<file path="src/rtl/adc_scan_ctrl_pkg.sv">
`default_nettype none
// ============================================================================
// Module   : adc_pkg
// Brief    : Shared ADC code constants, code type and scan FSM state encoding.
// Revision : 1.0 - initial release
// ============================================================================
package adc_pkg;

    localparam int ADC_BITS     = 12;
    localparam int ADC_MAX_CODE = 4095;

    typedef logic [11:0] adc_code_t;

    typedef enum logic [1:0] {
        IDLE   = 2'd0,
        SELECT = 2'd1,
        SAMPLE = 2'd2,
        OUTPUT = 2'd3
    } scan_state_e;

endpackage
`default_nettype wire

</file>
<file path="src/rtl/adc_scan_ctrl_if.sv">
`default_nettype none
// ============================================================================
// Module   : adc_scan_ctrl_if
// Brief    : Control, ADC front-end and result-stream signals of the scanner.
// Revision : 1.0 - initial release
// ============================================================================
interface adc_scan_ctrl_if #(
    parameter int N_CH = 4,
    parameter int BITS = 12
);
    localparam int c_CH_W = $clog2(N_CH);

    logic              start_i;
    logic              cont_i;
    logic [N_CH-1:0]   ch_en_i;
    logic [BITS-1:0]   adc_data_i;
    logic [c_CH_W-1:0] mux_sel_o;
    logic              sample_o;
    logic              busy_o;
    logic              res_valid_o;
    logic              res_ready_i;
    logic [c_CH_W-1:0] res_ch_o;
    logic [BITS-1:0]   res_data_o;
    logic              scan_done_o;

    modport master (
        input  start_i, cont_i, ch_en_i, adc_data_i, res_ready_i,
        output mux_sel_o, sample_o, busy_o, res_valid_o, res_ch_o, res_data_o, scan_done_o
    );

    modport slave (
        output start_i, cont_i, ch_en_i, adc_data_i, res_ready_i,
        input  mux_sel_o, sample_o, busy_o, res_valid_o, res_ch_o, res_data_o, scan_done_o
    );
endinterface
`default_nettype wire

</file>
<file path="src/rtl/adc_scan_ctrl_next_ch.sv">
`default_nettype none
// ============================================================================
// Module   : adc_next_ch
// Brief    : Finds the lowest enabled channel above (or at, with i_incl) i_cur.
// Revision : 1.0 - initial release
// ============================================================================
module adc_next_ch #(
    parameter int N_CH = 4
) (
    input  wire logic [N_CH-1:0]         i_mask,
    input  wire logic [$clog2(N_CH)-1:0] i_cur,
    input  wire logic                    i_incl,
    output logic      [$clog2(N_CH)-1:0] o_next,
    output logic                         o_none
);
    localparam int c_CH_W = $clog2(N_CH);

    // Descending scan so the lowest qualifying channel is the last one written.
    always_comb begin
        o_next = '0;
        o_none = 1'b1;
        for (int i = N_CH - 1; i >= 0; i--) begin
            if (i_mask[i] && (i_incl ? (i >= int'(i_cur)) : (i > int'(i_cur)))) begin
                o_next = c_CH_W'(i);
                o_none = 1'b0;
            end
        end
    end
endmodule
`default_nettype wire

</file>
<file path="src/rtl/adc_scan_ctrl.sv">
`default_nettype none
// ============================================================================
// Module   : adc_scan_ctrl
// Brief    : Shares one ADC across N_CH channels: select, settle, sample, emit.
//            Define ADC_SCAN_AVG_EN to average 2^AVG_LOG2 samples per channel.
// Revision : 1.0 - initial release
// ============================================================================
module adc_scan_ctrl
    import adc_pkg::*;
#(
    parameter int N_CH       = 4,
    parameter int BITS       = ADC_BITS,
    parameter int SETTLE_CYC = 4,
    parameter int AVG_LOG2   = 2
) (
    input  wire logic       clk,
    input  wire logic       rst,
    adc_scan_ctrl_if.master bus
);
    localparam int c_CH_W = $clog2(N_CH);
`ifdef ADC_SCAN_AVG_EN
    localparam int c_NS = 1 << AVG_LOG2;
`else
    localparam int c_NS = 1;
`endif
    localparam int c_CNT_MAX = (SETTLE_CYC > c_NS) ? SETTLE_CYC : c_NS;
    localparam int c_CNT_W   = $clog2(c_CNT_MAX + 1);
    localparam logic [c_CNT_W-1:0] c_SETTLE_LAST = c_CNT_W'(SETTLE_CYC - 1);
    localparam logic [c_CNT_W-1:0] c_SAMPLE_LAST = c_CNT_W'(c_NS - 1);

    scan_state_e         r_state;
    scan_state_e         w_state_nxt;
    logic [c_CNT_W-1:0]  r_cnt;
    logic [N_CH-1:0]     r_mask;
    logic [c_CH_W-1:0]   r_mux_sel;
    logic [c_CH_W-1:0]   r_res_ch;
    logic [BITS-1:0]     r_res_data;
    logic [BITS-1:0]     w_result;

    logic [c_CH_W-1:0]   w_first_ch;
    logic                w_first_none;
    logic [c_CH_W-1:0]   w_next_ch;
    logic                w_next_none;
    logic                w_hs;

    adc_next_ch #(.N_CH(N_CH)) u_first (
        .i_mask (bus.ch_en_i),
        .i_cur  ('0),
        .i_incl (1'b1),
        .o_next (w_first_ch),
        .o_none (w_first_none)
    );

    adc_next_ch #(.N_CH(N_CH)) u_next (
        .i_mask (r_mask),
        .i_cur  (r_mux_sel),
        .i_incl (1'b0),
        .o_next (w_next_ch),
        .o_none (w_next_none)
    );

    assign w_hs = (r_state == OUTPUT) && bus.res_ready_i;

`ifdef ADC_SCAN_AVG_EN
    logic [BITS+AVG_LOG2-1:0] r_acc;
    logic [BITS+AVG_LOG2-1:0] w_acc_sum;

    assign w_acc_sum = r_acc + {{AVG_LOG2{1'b0}}, bus.adc_data_i};
    assign w_result  = w_acc_sum[AVG_LOG2 +: BITS];

    always_ff @(posedge clk) begin
        if (rst) begin
            r_acc <= '0;
        end else if (r_state == SELECT) begin
            r_acc <= '0;
        end else if (r_state == SAMPLE) begin
            r_acc <= w_acc_sum;
        end
    end
`else
    logic w_unused_avg;
    assign w_unused_avg = (AVG_LOG2 != 0);
    assign w_result     = bus.adc_data_i;
`endif

    always_ff @(posedge clk) begin
        if (rst) begin
            r_state <= IDLE;
        end else begin
            r_state <= w_state_nxt;
        end
    end

    always_comb begin
        w_state_nxt     = r_state;
        bus.sample_o    = 1'b0;
        bus.busy_o      = (r_state != IDLE);
        bus.res_valid_o = 1'b0;
        bus.scan_done_o = 1'b0;
        case (r_state)
            IDLE: begin
                if (bus.start_i && !w_first_none) w_state_nxt = SELECT;
            end
            SELECT: begin
                if (r_cnt == c_SETTLE_LAST) w_state_nxt = SAMPLE;
            end
            SAMPLE: begin
                bus.sample_o = 1'b1;
                if (r_cnt == c_SAMPLE_LAST) w_state_nxt = OUTPUT;
            end
            OUTPUT: begin
                bus.res_valid_o = 1'b1;
                if (w_hs) begin
                    if (!w_next_none) begin
                        w_state_nxt = SELECT;
                    end else begin
                        bus.scan_done_o = 1'b1;
                        w_state_nxt = (bus.cont_i && !w_first_none) ? SELECT : IDLE;
                    end
                end
            end
            default: w_state_nxt = IDLE;
        endcase
    end

    // Datapath: the counter restarts on every state change, so one counter
    // serves both the settle window and the sample burst.
    always_ff @(posedge clk) begin
        if (rst) begin
            r_cnt      <= '0;
            r_mask     <= '0;
            r_mux_sel  <= '0;
            r_res_ch   <= '0;
            r_res_data <= '0;
        end else begin
            if (w_state_nxt != r_state) begin
                r_cnt <= '0;
            end else if (r_state == SELECT || r_state == SAMPLE) begin
                r_cnt <= r_cnt + 1'b1;
            end

            if (r_state == IDLE && bus.start_i && !w_first_none) begin
                r_mask    <= bus.ch_en_i;
                r_mux_sel <= w_first_ch;
            end else if (w_hs) begin
                if (!w_next_none) begin
                    r_mux_sel <= w_next_ch;
                end else if (bus.cont_i) begin
                    r_mask <= bus.ch_en_i;
                    if (!w_first_none) r_mux_sel <= w_first_ch;
                end
            end

            if (r_state == SAMPLE && r_cnt == c_SAMPLE_LAST) begin
                r_res_data <= w_result;
                r_res_ch   <= r_mux_sel;
            end
        end
    end

    assign bus.mux_sel_o  = r_mux_sel;
    assign bus.res_ch_o   = r_res_ch;
    assign bus.res_data_o = r_res_data;
endmodule
`default_nettype wire

</file>
<file path="src/flat_wrapper.sv">
// flat-port wrapper written by rule: the top's interface ports become plain ports
module adc_scan_ctrl_flat import adc_pkg::*;
#(
    parameter int N_CH       = 4,
    parameter int BITS       = ADC_BITS,
    parameter int SETTLE_CYC = 4,
    parameter int AVG_LOG2   = 2
)
  (clk, rst, bus_start_i, bus_cont_i, bus_ch_en_i, bus_adc_data_i, bus_res_ready_i, bus_mux_sel_o, bus_sample_o, bus_busy_o, bus_res_valid_o, bus_res_ch_o, bus_res_data_o, bus_scan_done_o);
  adc_scan_ctrl_if #(.N_CH(N_CH), .BITS(BITS)) bus_i ();
  input  wire logic clk;
  input  wire logic rst;
  input wire logic [$bits(bus_i.start_i)-1:0] bus_start_i;
  input wire logic [$bits(bus_i.cont_i)-1:0] bus_cont_i;
  input wire logic [$bits(bus_i.ch_en_i)-1:0] bus_ch_en_i;
  input wire logic [$bits(bus_i.adc_data_i)-1:0] bus_adc_data_i;
  input wire logic [$bits(bus_i.res_ready_i)-1:0] bus_res_ready_i;
  output wire logic [$bits(bus_i.mux_sel_o)-1:0] bus_mux_sel_o;
  output wire logic [$bits(bus_i.sample_o)-1:0] bus_sample_o;
  output wire logic [$bits(bus_i.busy_o)-1:0] bus_busy_o;
  output wire logic [$bits(bus_i.res_valid_o)-1:0] bus_res_valid_o;
  output wire logic [$bits(bus_i.res_ch_o)-1:0] bus_res_ch_o;
  output wire logic [$bits(bus_i.res_data_o)-1:0] bus_res_data_o;
  output wire logic [$bits(bus_i.scan_done_o)-1:0] bus_scan_done_o;
  assign bus_i.start_i = bus_start_i;
  assign bus_i.cont_i = bus_cont_i;
  assign bus_i.ch_en_i = bus_ch_en_i;
  assign bus_i.adc_data_i = bus_adc_data_i;
  assign bus_i.res_ready_i = bus_res_ready_i;
  assign bus_mux_sel_o = bus_i.mux_sel_o;
  assign bus_sample_o = bus_i.sample_o;
  assign bus_busy_o = bus_i.busy_o;
  assign bus_res_valid_o = bus_i.res_valid_o;
  assign bus_res_ch_o = bus_i.res_ch_o;
  assign bus_res_data_o = bus_i.res_data_o;
  assign bus_scan_done_o = bus_i.scan_done_o;
  adc_scan_ctrl #(.N_CH(N_CH), .BITS(BITS), .SETTLE_CYC(SETTLE_CYC), .AVG_LOG2(AVG_LOG2)) u_core (.clk(clk), .rst(rst), .bus(bus_i));
endmodule
</file>
<file path="config.mk">
export PLATFORM = sky130hd
export DESIGN_NAME = adc_scan_ctrl_flat
export DESIGN_NICKNAME = d
export VERILOG_FILES = /design/src/rtl/adc_scan_ctrl_pkg.sv /design/src/rtl/adc_scan_ctrl_if.sv /design/src/rtl/adc_scan_ctrl_next_ch.sv /design/src/rtl/adc_scan_ctrl.sv /design/src/flat_wrapper.sv
export SDC_FILE = /design/constraint.sdc
export NUM_CORES = 1
export LEC_CHECK = 0
export CORE_ASPECT_RATIO = 0.6
export CORE_MARGIN = 3
export CORE_UTILIZATION = 51
export CTS_BUF_LIST = sky130_fd_sc_hd__clkbuf_16
export DETAILED_ROUTE_END_ITERATION = 12
export PLACE_DENSITY = 0.85
export SLEW_MARGIN = 15
export SYNTH_ARGS = -nofsm -noshare
export SYNTH_HDL_FRONTEND = slang
export SYNTH_SLANG_ARGS = --single-unit
</file>
<file path="constraint.sdc">
create_clock -name clk -period 2.93 [get_ports clk]
set_input_delay 0.586 -clock clk [delete_from_list [all_inputs] [get_ports clk]]
set_output_delay 0.586 -clock clk [all_outputs]
set_load 0.03 [all_outputs]
</file>
# [Yosys cells after proc, flatten, opt, wreduce, memory -nomap -nowiden]
# Index checks and enable logic that the tools add are counted.
[totals] ff_bits=25 inputBits=21
[op_classes] add_sub_neg=1 magnitude_cmp=3 n_eq_ne=7 n_mux=35 reduce_logical=20
[ops] operator="two-way mux 2 bit" n=17
[ops] operator="two-way mux 4 bit" n=4
[ops] operator="two-way mux 1 bit" n=13
[ops] operator="logical AND 1 bit" n=9
[ops] operator="case mux 2 bit (4 select lines)" n=1
[ops] operator="nonzero test 2 bit" n=4
[ops] operator="!= test 3 bit, second input constant" n=2
[ops] operator="AND reduction 3 bit" n=2
[ops] operator="== test 2 bit, second input constant" n=2
[ops] operator="> comparator 2 bit, first input constant" n=2
[ops] operator="adder 3 x 1 -> 3 bit, second input constant" n=1
[ops] operator="== test 3 x 2 -> 1 bit, second input constant" n=1
[ops] operator="logical NOT 3 bit" n=1
[ops] operator="== test 2 x 1 -> 1 bit, second input constant" n=1
[ops] operator="> comparator 1 x 2 -> 1 bit, first input constant" n=1
[ops] operator="logical NOT 2 bit" n=1
[ops] operator="!= test 2 bit" n=1
[ops] operator="OR reduction 2 bit" n=1
[ops] operator="logical NOT 1 bit" n=1
[ops] operator="logical OR 1 bit" n=1

# [Depth between registers and ports, before layout]
# Gate-level depths: netlist of run 1.
[logic_depth] depth_word=12 ltp_mapped=7

# [Cells and area by module]
# A second synthesis of run 1 with hierarchy kept.
[unflattened] cells_unflattened=177 area_unflattened_um2=1397.6
[modules_own_cells] module="adc_scan_ctrl" instances=1 cells_each=145 area_per_inst_um2=1197.4 seq_area_each_um2=500.5
[modules_own_cells] module="adc_next_ch" instances=2 cells_each=16 area_per_inst_um2=100.1 seq_area_each_um2=0.0

# [Worst setup path after synthesis of run 1]
# OpenSTA, ideal clock, no wires.
[synth_path] kind="reg2out" from="register u_core.r_mux_sel[1] (netlist: u_core.bus.mux_sel_o[1])" to="output port bus_scan_done_o" t_arrival_ns=1.417 slack_ns=0.927 stages_incl_launch_ff=5 path_buffers=0 path_cell_list="dfxtp_1 > nor2b_1 > o21ai_0 > nand2_1 > nor2_1"
[synth_via] elab_chain_len=8
[synth_rtl] element="from (decl)" line="adc_scan_ctrl.sv:35" source="logic [c_CH_W-1:0] r_mux_sel;"
[synth_rtl] element="from (signal assigned)" line="adc_scan_ctrl.sv:144" source="r_mux_sel <= w_first_ch;"
[synth_rtl] element="from (signal assigned)" line="adc_scan_ctrl.sv:147" source="r_mux_sel <= w_next_ch;"
[synth_rtl] element="from (signal assigned)" line="adc_scan_ctrl.sv:150" source="if (!w_first_none) r_mux_sel <= w_first_ch;"
[synth_rtl] element="> comparator 2 bit" line="adc_scan_ctrl_next_ch.sv:23" source="if (i_mask[i] && (i_incl ? (i >= int'(i_cur)) : (i > int'(i_cur)))) begin"
[synth_rtl] element="logical AND 1 bit" line="adc_scan_ctrl_next_ch.sv:23"
[synth_rtl] element="two-way mux 1 bit (2 in series)" line="adc_scan_ctrl_next_ch.sv:23"
[synth_rtl] element="two-way mux 1 bit (*)" line="adc_scan_ctrl_next_ch.sv:23"
[synth_rtl] element="two-way mux 1 bit (*)" line="adc_scan_ctrl.sv:114" source="if (!w_next_none) begin"
[synth_rtl] element="two-way mux 1 bit (*)" line="adc_scan_ctrl.sv:113" source="if (w_hs) begin"
[synth_rtl] element="two-way mux 1 bit (*)" line="adc_scan_ctrl.sv:100" source="case (r_state)"
[synth_rtl] element="to (decl)" line="flat_wrapper.sv:24" source="output wire logic [$bits(bus_i.scan_done_o)-1:0] bus_scan_done_o;"
# Every way passes the cells marked *; elsewhere a longest branch is shown, timed or not.

# [Worst setup path in the final report of run 1]
[layout_path] from="input port bus_res_ready_i" to="output port bus_scan_done_o"
[layout_via] elab_chain_len=3
[layout_rtl] element="from (decl)" line="flat_wrapper.sv:17" source="input wire logic [$bits(bus_i.res_ready_i)-1:0] bus_res_ready_i;"
[layout_rtl] element="logical AND 1 bit" line="adc_scan_ctrl.sv:62" source="assign w_hs = (r_state == OUTPUT) && bus.res_ready_i;"
[layout_rtl] element="two-way mux 1 bit" line="adc_scan_ctrl.sv:113"
[layout_rtl] element="two-way mux 1 bit" line="adc_scan_ctrl.sv:100"
# Every way passes these cells.

==> impl_metrics.py, run 1 <==
metrics = {
    "outcome": {
        "run_status": "finished, final reports clean",
    },
    "yosys": {
        "synthesis.instances": 168,
        "synth_ff_type": "sky130_fd_sc_hd__dfxtp_1",
        "synthesis.nets": 197,
        "synth_enable_flop_cells": 0,
        "synth_top_cells_by_count": "36 x sky130_fd_sc_hd__nand2_1, 24 x sky130_fd_sc_hd__dfxtp_1, 16 x sky130_fd_sc_hd__a21oi_1, 10 x sky130_fd_sc_hd__inv_1, 8 x sky130_fd_sc_hd__ha_1",
        "synthesis.area_mm2": 0.00142,
        "synth.avg_cell_area_um2": 8.44,
        "ys_seq_area_frac": 0.339,
        "yosys_warnings": 0,
        "post_synth_num_cell_types": 41,
        "synth_top_cell_area_share": 0.339,
        "post_synth_main_area_contributors": "sky130_fd_sc_hd__dfxtp_1 34%, sky130_fd_sc_hd__nand2_1 9.5%, sky130_fd_sc_hd__ha_1 7.1%",
        "synth_seq_cells": 24,
        "synthArstFlopShare": 0,
        "cell_taking_the_most_area_after_synthesis": "sky130_fd_sc_hd__dfxtp_1",
        "post-synth-top-count-cell": "sky130_fd_sc_hd__nand2_1",
    },
    "layout": {
        "share_of_cells_above_drive_strength_1": 0.0769,
        "final-seq-area_um2": 480,
        "multi_input_comb_area_um2": 877,
        "fin_nets": 238,
        "finish.utilization": 0.759,
        "total_of_fill_cells_in_the_finished_design": 183,
        "areaGrowthSynthToFinish_pct": 38.0,
        "antennaDiodeCount": 0,
    },
    "worst_setup_path": {
        "worst_r2r_startpoint": "u_core.r_state[0]$_SDFF_PP0_",
        "crit_type": "primary input to output pin",
        "cp_max_fo": 5,
        "cp-end-kind": "output pin",
        "worstPathArrival_ns": 2.03,
        "timing.critical_path.from": "bus_res_ready_i",
        "timing.critical_path.required_ns": 2.34,
        "worstSetupStartpointType": "primary input",
        "r2r_setup_slack_ns": 0.79,
    },
    "floorplan": {
        "floorplan.io_pins": 41,
        "floorplan.core_area_mm2": 0.00257,
        "starting_density_of_the_core": 0.551,
        "core.rowCount": 14,
        "overall_die_area_mm2": 0.00347,
        "chipHeight_um": 46.8,
        "fp.dieW_um": 74.1,
    },
    "placed_design": {
        "detailed_place_hpwl_um": 2820,
        "portBuffers": 40,
        "gp_routability_congestion": 0.853,
        "dpl_worst_slack_ns": 0.310,
    },
    "global_routing": {
        "antenna_found_initial": 0,
        "first_pass_grt_wire_length_um": 5970,
        "grt_start_max_net_pins": 20,
        "grt_pass1_vias": 1233,
        "grtUsageTotal": 0.232,
        "globalRoute.totalOverflow": 0,
    },
    "sta": {
        "fin_worst_hold_slack_ns": 0.459,
        "slew_headroom": 0.606,
        "min_period_ns": 2.61,
        "fmax_mhz": 383,
        "period_share": 0.892,
        "fin_tns_setup_ns": 0,
        "timing_max_transition_violations_final": 0,
        "setup_ws_ns": 0.316,
        "tightest_slew_ns": 0.576,
        "setup_repair_after_global_routing_missed_its_margin": "no",
        "count_of_final_hold_check_violations": 0,
        "report.final.setup_viol": 0,
        "timing.clock.skew_ns": 0.00423,
    },
    "power_and_ir_drop": {
        "leakage_nw": 0.764,
        "pwr_density_cell_mw_per_mm2": 921,
        "power.ir.vdd_worst_uv": 628,
    },
    "worst_hold_path": {
        "hold_wc_startpoint": "u_core.bus.res_data_o[3]$_SDFFE_PP0P_",
        "hold_class": "flop to flop",
    },
    "clock_network": {
        "insertion_delay_ns": 0.26,
        "cts_max_path_buffers": 2,
        "htree_levels": 1,
        "cts-buffers-inserted": 3,
        "clkTransAtPathRegs_ns": 0.06,
        "post_cts.resized_instances": 0,
        "clock-root-buffer": "sky130_fd_sc_hd__clkbuf_16",
        "cts_setup_buffers": 0,
        "cts_tree": "done",
        "hold_buffers": 0,
        "cts_sinks": 24,
    },
    "route": {
        "viasPerCell": 5.65,
        "totalWireLength_um": 3750,
        "avgRoutedWirePerCell_um": 15.6,
        "dr.pass1.iters": 4,
        "first_iter_violations": 92,
        "via_count": 1357,
        "route.antenna.remaining_nets": 0,
        "drc_violations_left": 0,
    },
    "job": {
        "drv.max_cap_violation_count": 0,
    },
}
-- per-layer routing --
| layer | vias to the layer above | track usage | share of wire |
|---|---|---|---|
| met3 | 4 | 0.0705 | 0.077 |
| met1 | 628 | 0.323 | 0.47 |
| met2 | 50 | 0.354 | 0.44 |
| li1 | 675 | - | - |
| met5 | - | 0 | 0 |
| met4 | 0 | 0.0614 | 0.011 |
-- cell families (layout without fill, tap and decap cells) --
logic type	Yosys count	in the layout	share of synthesized area
xor gates and xnor gates	1	1	0.00618
muxes	7	7	0.0494
and+or+nand+nor	65	65	0.238
buffers and inverters	16	56	0.0424
DFF	24	24	0.339
adders and majority gates	8	8	0.0706
AOI/OAI and AO/OA	47	47	0.254
-- power by group --
| part | total [W] | switching (W) | leakage, nW | internal [W] |
|---|---|---|---|---|
| Clock | 0.000386 | 0.000115 | 0.0511 | 0.000271 |
| Sequential | 0.000472 | 0.0000694 | 0.195 | 0.000402 |
| Combinational | 0.000943 | 0.000556 | 0.517 | 0.000387 |
-- worst max-delay path: stages --
cell and delay [ns]:
sky130_fd_sc_hd__clkdlybuf4s50_1 0.55, sky130_fd_sc_hd__nand2_1 0.11, sky130_fd_sc_hd__nor2_1 0.10, sky130_fd_sc_hd__clkdlybuf4s50_1 0.67
-- cell type report --
cell class,count,share of cell area
Clock buffer,3,0.0384
Clock inverter,1,0.0154
Inverter,10,0.0192
Multi-Input combinational cell,128,0.448
Sequential cell,24,0.246
Tap cell,32,0.0205
Timing Repair Buffer,42,0.212
-- path summary, 6_finish.rpt --
kind                                           end  cells past startpoint
max reg2reg           u_core.r_cnt[2]$_SDFFE_PP0P_                      6
max                                bus_scan_done_o                      4
min          u_core.bus.res_data_o[3]$_SDFFE_PP0P_                      2
min reg2reg  u_core.bus.res_data_o[3]$_SDFFE_PP0P_                      2
-- placed cells by master (no fill, tap or decap), types with 3 or more instances in the layout --
master	Yosys	layout
sky130_fd_sc_hd__o211ai_1	3	3
sky130_fd_sc_hd__o31ai_1	4	4
sky130_fd_sc_hd__dfxtp_1	24	24
sky130_fd_sc_hd__inv_1	10	10
sky130_fd_sc_hd__a21oi_1	16	16
sky130_fd_sc_hd__o21ai_0	3	3
sky130_fd_sc_hd__nand2b_1	6	6
sky130_fd_sc_hd__a211oi_1	4	4
sky130_fd_sc_hd__nor2_1	6	6
sky130_fd_sc_hd__mux2i_1	7	7
sky130_fd_sc_hd__clkbuf_16	0	3
sky130_fd_sc_hd__ha_1	8	8
sky130_fd_sc_hd__clkdlybuf4s50_1	0	40
sky130_fd_sc_hd__nand2_1	36	36
sky130_fd_sc_hd__nor2b_1	4	4
-- through the flow --
step	power, W	instance area [um^2]	cells
6_report	0.00180	1960	240
5_1_grt	0.00191	1960	240
4_1_cts	0.00180	1960	240
3_5_place_dp	0.00140	1850	236
3_3_place_gp	0.00138	1850	236
2_1_floorplan	0.00112	1420	168
-- registers in the layout, indices dropped and copies added, names as in the netlist --
signal / cells
u_core.bus.res_ch_o: 2
u_core.bus.mux_sel_o: 2
u_core.r_cnt: 3
u_core.bus.res_data_o: 12
u_core.r_state: 2
u_core.r_mask: 3
No activity file was read; power rests on OpenSTA's default activity.
==> inputs of run 2 (changes only) <==
--- a/config.mk
+++ b/config.mk
@@ -11,6 +11,7 @@
 export CTS_BUF_LIST = sky130_fd_sc_hd__clkbuf_16
 export DETAILED_ROUTE_END_ITERATION = 12
 export PLACE_DENSITY = 0.85
+export SKIP_CTS_REPAIR_TIMING = 1
 export SLEW_MARGIN = 15
 export SYNTH_ARGS = -nofsm -noshare
 export SYNTH_HDL_FRONTEND = slang
==> results of run 2 <==
Same layout as run 1: the final DEF is identical, and so are final timing and power.
==> inputs of run 3 (changes only) <==
--- a/config.mk
+++ b/config.mk
@@ -10,7 +10,8 @@
 export CORE_UTILIZATION = 51
 export CTS_BUF_LIST = sky130_fd_sc_hd__clkbuf_16
 export DETAILED_ROUTE_END_ITERATION = 12
-export PLACE_DENSITY = 0.85
+export HOLD_SLACK_MARGIN = 0.06
+export PLACE_DENSITY = 0.9
 export SKIP_CTS_REPAIR_TIMING = 1
 export SLEW_MARGIN = 15
 export SYNTH_ARGS = -nofsm -noshare
==> run 3 against run 2 <==
Compared with the run above:
- utilization did not move
- critical path type is now flop to output pin
- clock skew fell by 0.0020 ns
- highest routed layer unchanged
- critical endpoint unchanged
- wire length rose by 2.6%
==> impl_metrics.py, run 3 (synthesis results as in run 1) <==
metrics = {
    "worst_setup_path": {
        "r2r_setup_slack_ns": 0.79,
        "cp-end-kind": "output pin",
        "critical_path.top_delay_family": "buffers and inverters",
        "cp.buffers_inverters": 1,
        "worstSetupStartpointType": "flop",
        "timing.critical_path.required_ns": 2.34,
        "worst_path_max_delay_cell": "sky130_fd_sc_hd__clkdlybuf4s50_1",
        "critical-path-max-stage-delay_ns": 0.67,
        "critical_path.cell_chain": "nor2b_1 -> o21ai_0 -> nand2_1 -> nor2_1 -> clkdlybuf4s50_1",
        "worst_r2r_startpoint": "u_core.r_state[0]$_SDFF_PP0_",
        "rr_endpoint": "u_core.r_cnt[2]$_SDFFE_PP0P_",
        "worst-r2r-cell-count": 6,
        "worstPathArrival_ns": 1.99,
        "cp_max_fo": 8,
        "crit_type": "flop to output pin",
    },
    "layout": {
        "areaGrowthSynthToFinish_pct": 38.0,
        "layout_common_cells": "40 x sky130_fd_sc_hd__clkdlybuf4s50_1, 36 x sky130_fd_sc_hd__nand2_1, 24 x sky130_fd_sc_hd__dfxtp_1, 16 x sky130_fd_sc_hd__a21oi_1, 10 x sky130_fd_sc_hd__inv_1",
        "antennaDiodeCount": 0,
        "total_of_fill_cells_in_the_finished_design": 178,
        "share_of_cells_above_drive_strength_1": 0.0769,
        "largest_register_ff_count": 12,
        "fin_nets": 238,
        "fin_cells": 240,
        "layout_commonest_cell": "sky130_fd_sc_hd__clkdlybuf4s50_1",
        "finish.utilization": 0.759,
    },
    "clock_network": {
        "insertion_delay_ns": 0.26,
        "clkTransAtPathRegs_ns": 0.06,
        "cts_sinks": 24,
        "cts_max_path_buffers": 2,
        "htree_levels": 1,
        "cts-buffers-inserted": 3,
        "clock-root-buffer": "sky130_fd_sc_hd__clkbuf_16",
        "cts_tree": "done",
    },
    "global_routing": {
        "grt_start_max_net_pins": 17,
        "antenna_found_initial": 0,
        "grtUsageTotal": 0.230,
        "globalRoute.totalOverflow": 0,
        "grt_pass1_vias": 1260,
        "first_pass_grt_wire_length_um": 5890,
    },
    "floorplan": {
        "fp.dieW_um": 74.1,
        "floorplan.core_area_mm2": 0.00257,
        "core.rowCount": 14,
        "starting_density_of_the_core": 0.551,
        "chipHeight_um": 46.8,
        "overall_die_area_mm2": 0.00347,
        "floorplan.io_pins": 41,
    },
    "worst_hold_path": {
        "min_delay_path_depth": 2,
        "timing.hold.worst_endpoint": "u_core.bus.res_data_o[4]$_SDFFE_PP0P_",
        "hold_class": "flop to flop",
        "hold_wc_startpoint": "u_core.bus.res_data_o[4]$_SDFFE_PP0P_",
    },
    "placed_design": {
        "dpl_worst_slack_ns": 0.359,
        "portBuffers": 40,
        "gp_routability_congestion": 0.869,
        "detailed_place_hpwl_um": 2780,
        "place_inst": 236,
    },
    "route": {
        "first_iter_violations": 102,
        "dr.pass1.iters": 4,
        "via_count": 1374,
        "drc_violations_left": 0,
        "avgRoutedWirePerCell_um": 16.0,
        "totalWireLength_um": 3850,
        "viasPerCell": 5.73,
        "route.antenna.remaining_nets": 0,
    },
    "power_and_ir_drop": {
        "pwr_density_cell_mw_per_mm2": 930,
        "power.ir.vdd_worst_uv": 399,
        "leakage_nw": 0.764,
    },
    "job": {
        "drv.max_cap_violation_count": 0,
    },
    "sta": {
        "count_of_final_hold_check_violations": 0,
        "slew_headroom": 0.592,
        "tightest_slew_ns": 0.596,
        "timing_max_transition_violations_final": 0,
        "report.final.setup_viol": 0,
        "period_share": 0.880,
        "setup_repair_after_global_routing_missed_its_margin": "no",
        "fin_tns_setup_ns": 0,
        "timing.clock.skew_ns": 0.00222,
        "fin_worst_hold_slack_ns": 0.460,
        "setup_ws_ns": 0.352,
        "min_period_ns": 2.58,
        "fmax_mhz": 388,
    },
    "outcome": {
        "run_status": "finished, final reports clean",
    },
}
-- run 3: cell counts in the layout (fill, tap and decap cells not counted) --
Identical to the previous run, type by type.
-- run 3: layer usage --
| metal | global-route usage | share of wire |
|---|---|---|
| met1 | 0.309 | 0.45 |
| met2 | 0.368 | 0.47 |
| met3 | 0.0662 | 0.073 |
| met4 | 0.0614 | 0.014 |
| met5 | 0 | 0 |
-- run 3: worst min-delay path: stages, from the launching register on --
cell and delay (ns):
sky130_fd_sc_hd__dfxtp_1 0.31, sky130_fd_sc_hd__nand2_1 0.05, sky130_fd_sc_hd__a21oi_1 0.05
-- run 3: cell type report --
class                      instances  area (um^2)  area share
clock inverter                     1         30.0      0.0154
tap                               32         40.0      0.0205
inverter                          10         37.5      0.0192
multi-input combinational        128          877       0.448
clock buffer                       3         75.1      0.0384
sequential                        24          480       0.246
timing repair buffer              42          415       0.212
-- run 3: metrics by stage --
step	area (um^2)	total power, W
final	1960	0.00182
after global routing	1960	0.00192
after CTS	1960	0.00181
after detailed placement	1850	0.00141
after global placement	1850	0.00137
after floorplan	1420	0.00112
-- run 3: report_power, final --
group | switching, W | internal [W]
clock | 0.000122 | 0.000272
combinational | 0.000561 | 0.000386
sequential | 0.0000745 | 0.000402
total | 0.000758 | 0.00106
-- run 3: how the worst max path moves through the flow --
stage	to	cells past startpoint	from
3_3_place_gp	bus_scan_done_o	4	bus_res_ready_i
4_1_cts	bus_scan_done_o	4	bus_res_ready_i
3_5_place_dp	bus_scan_done_o	4	bus_res_ready_i
6_report	bus_scan_done_o	5	u_core.bus.mux_sel_o[1]$_SDFFE_PP0P_
5_1_grt	bus_scan_done_o	5	u_core.bus.mux_sel_o[1]$_SDFFE_PP0P_
2_1_floorplan	bus_scan_done_o	4	u_core.bus.mux_sel_o[1]$_SDFFE_PP0P_
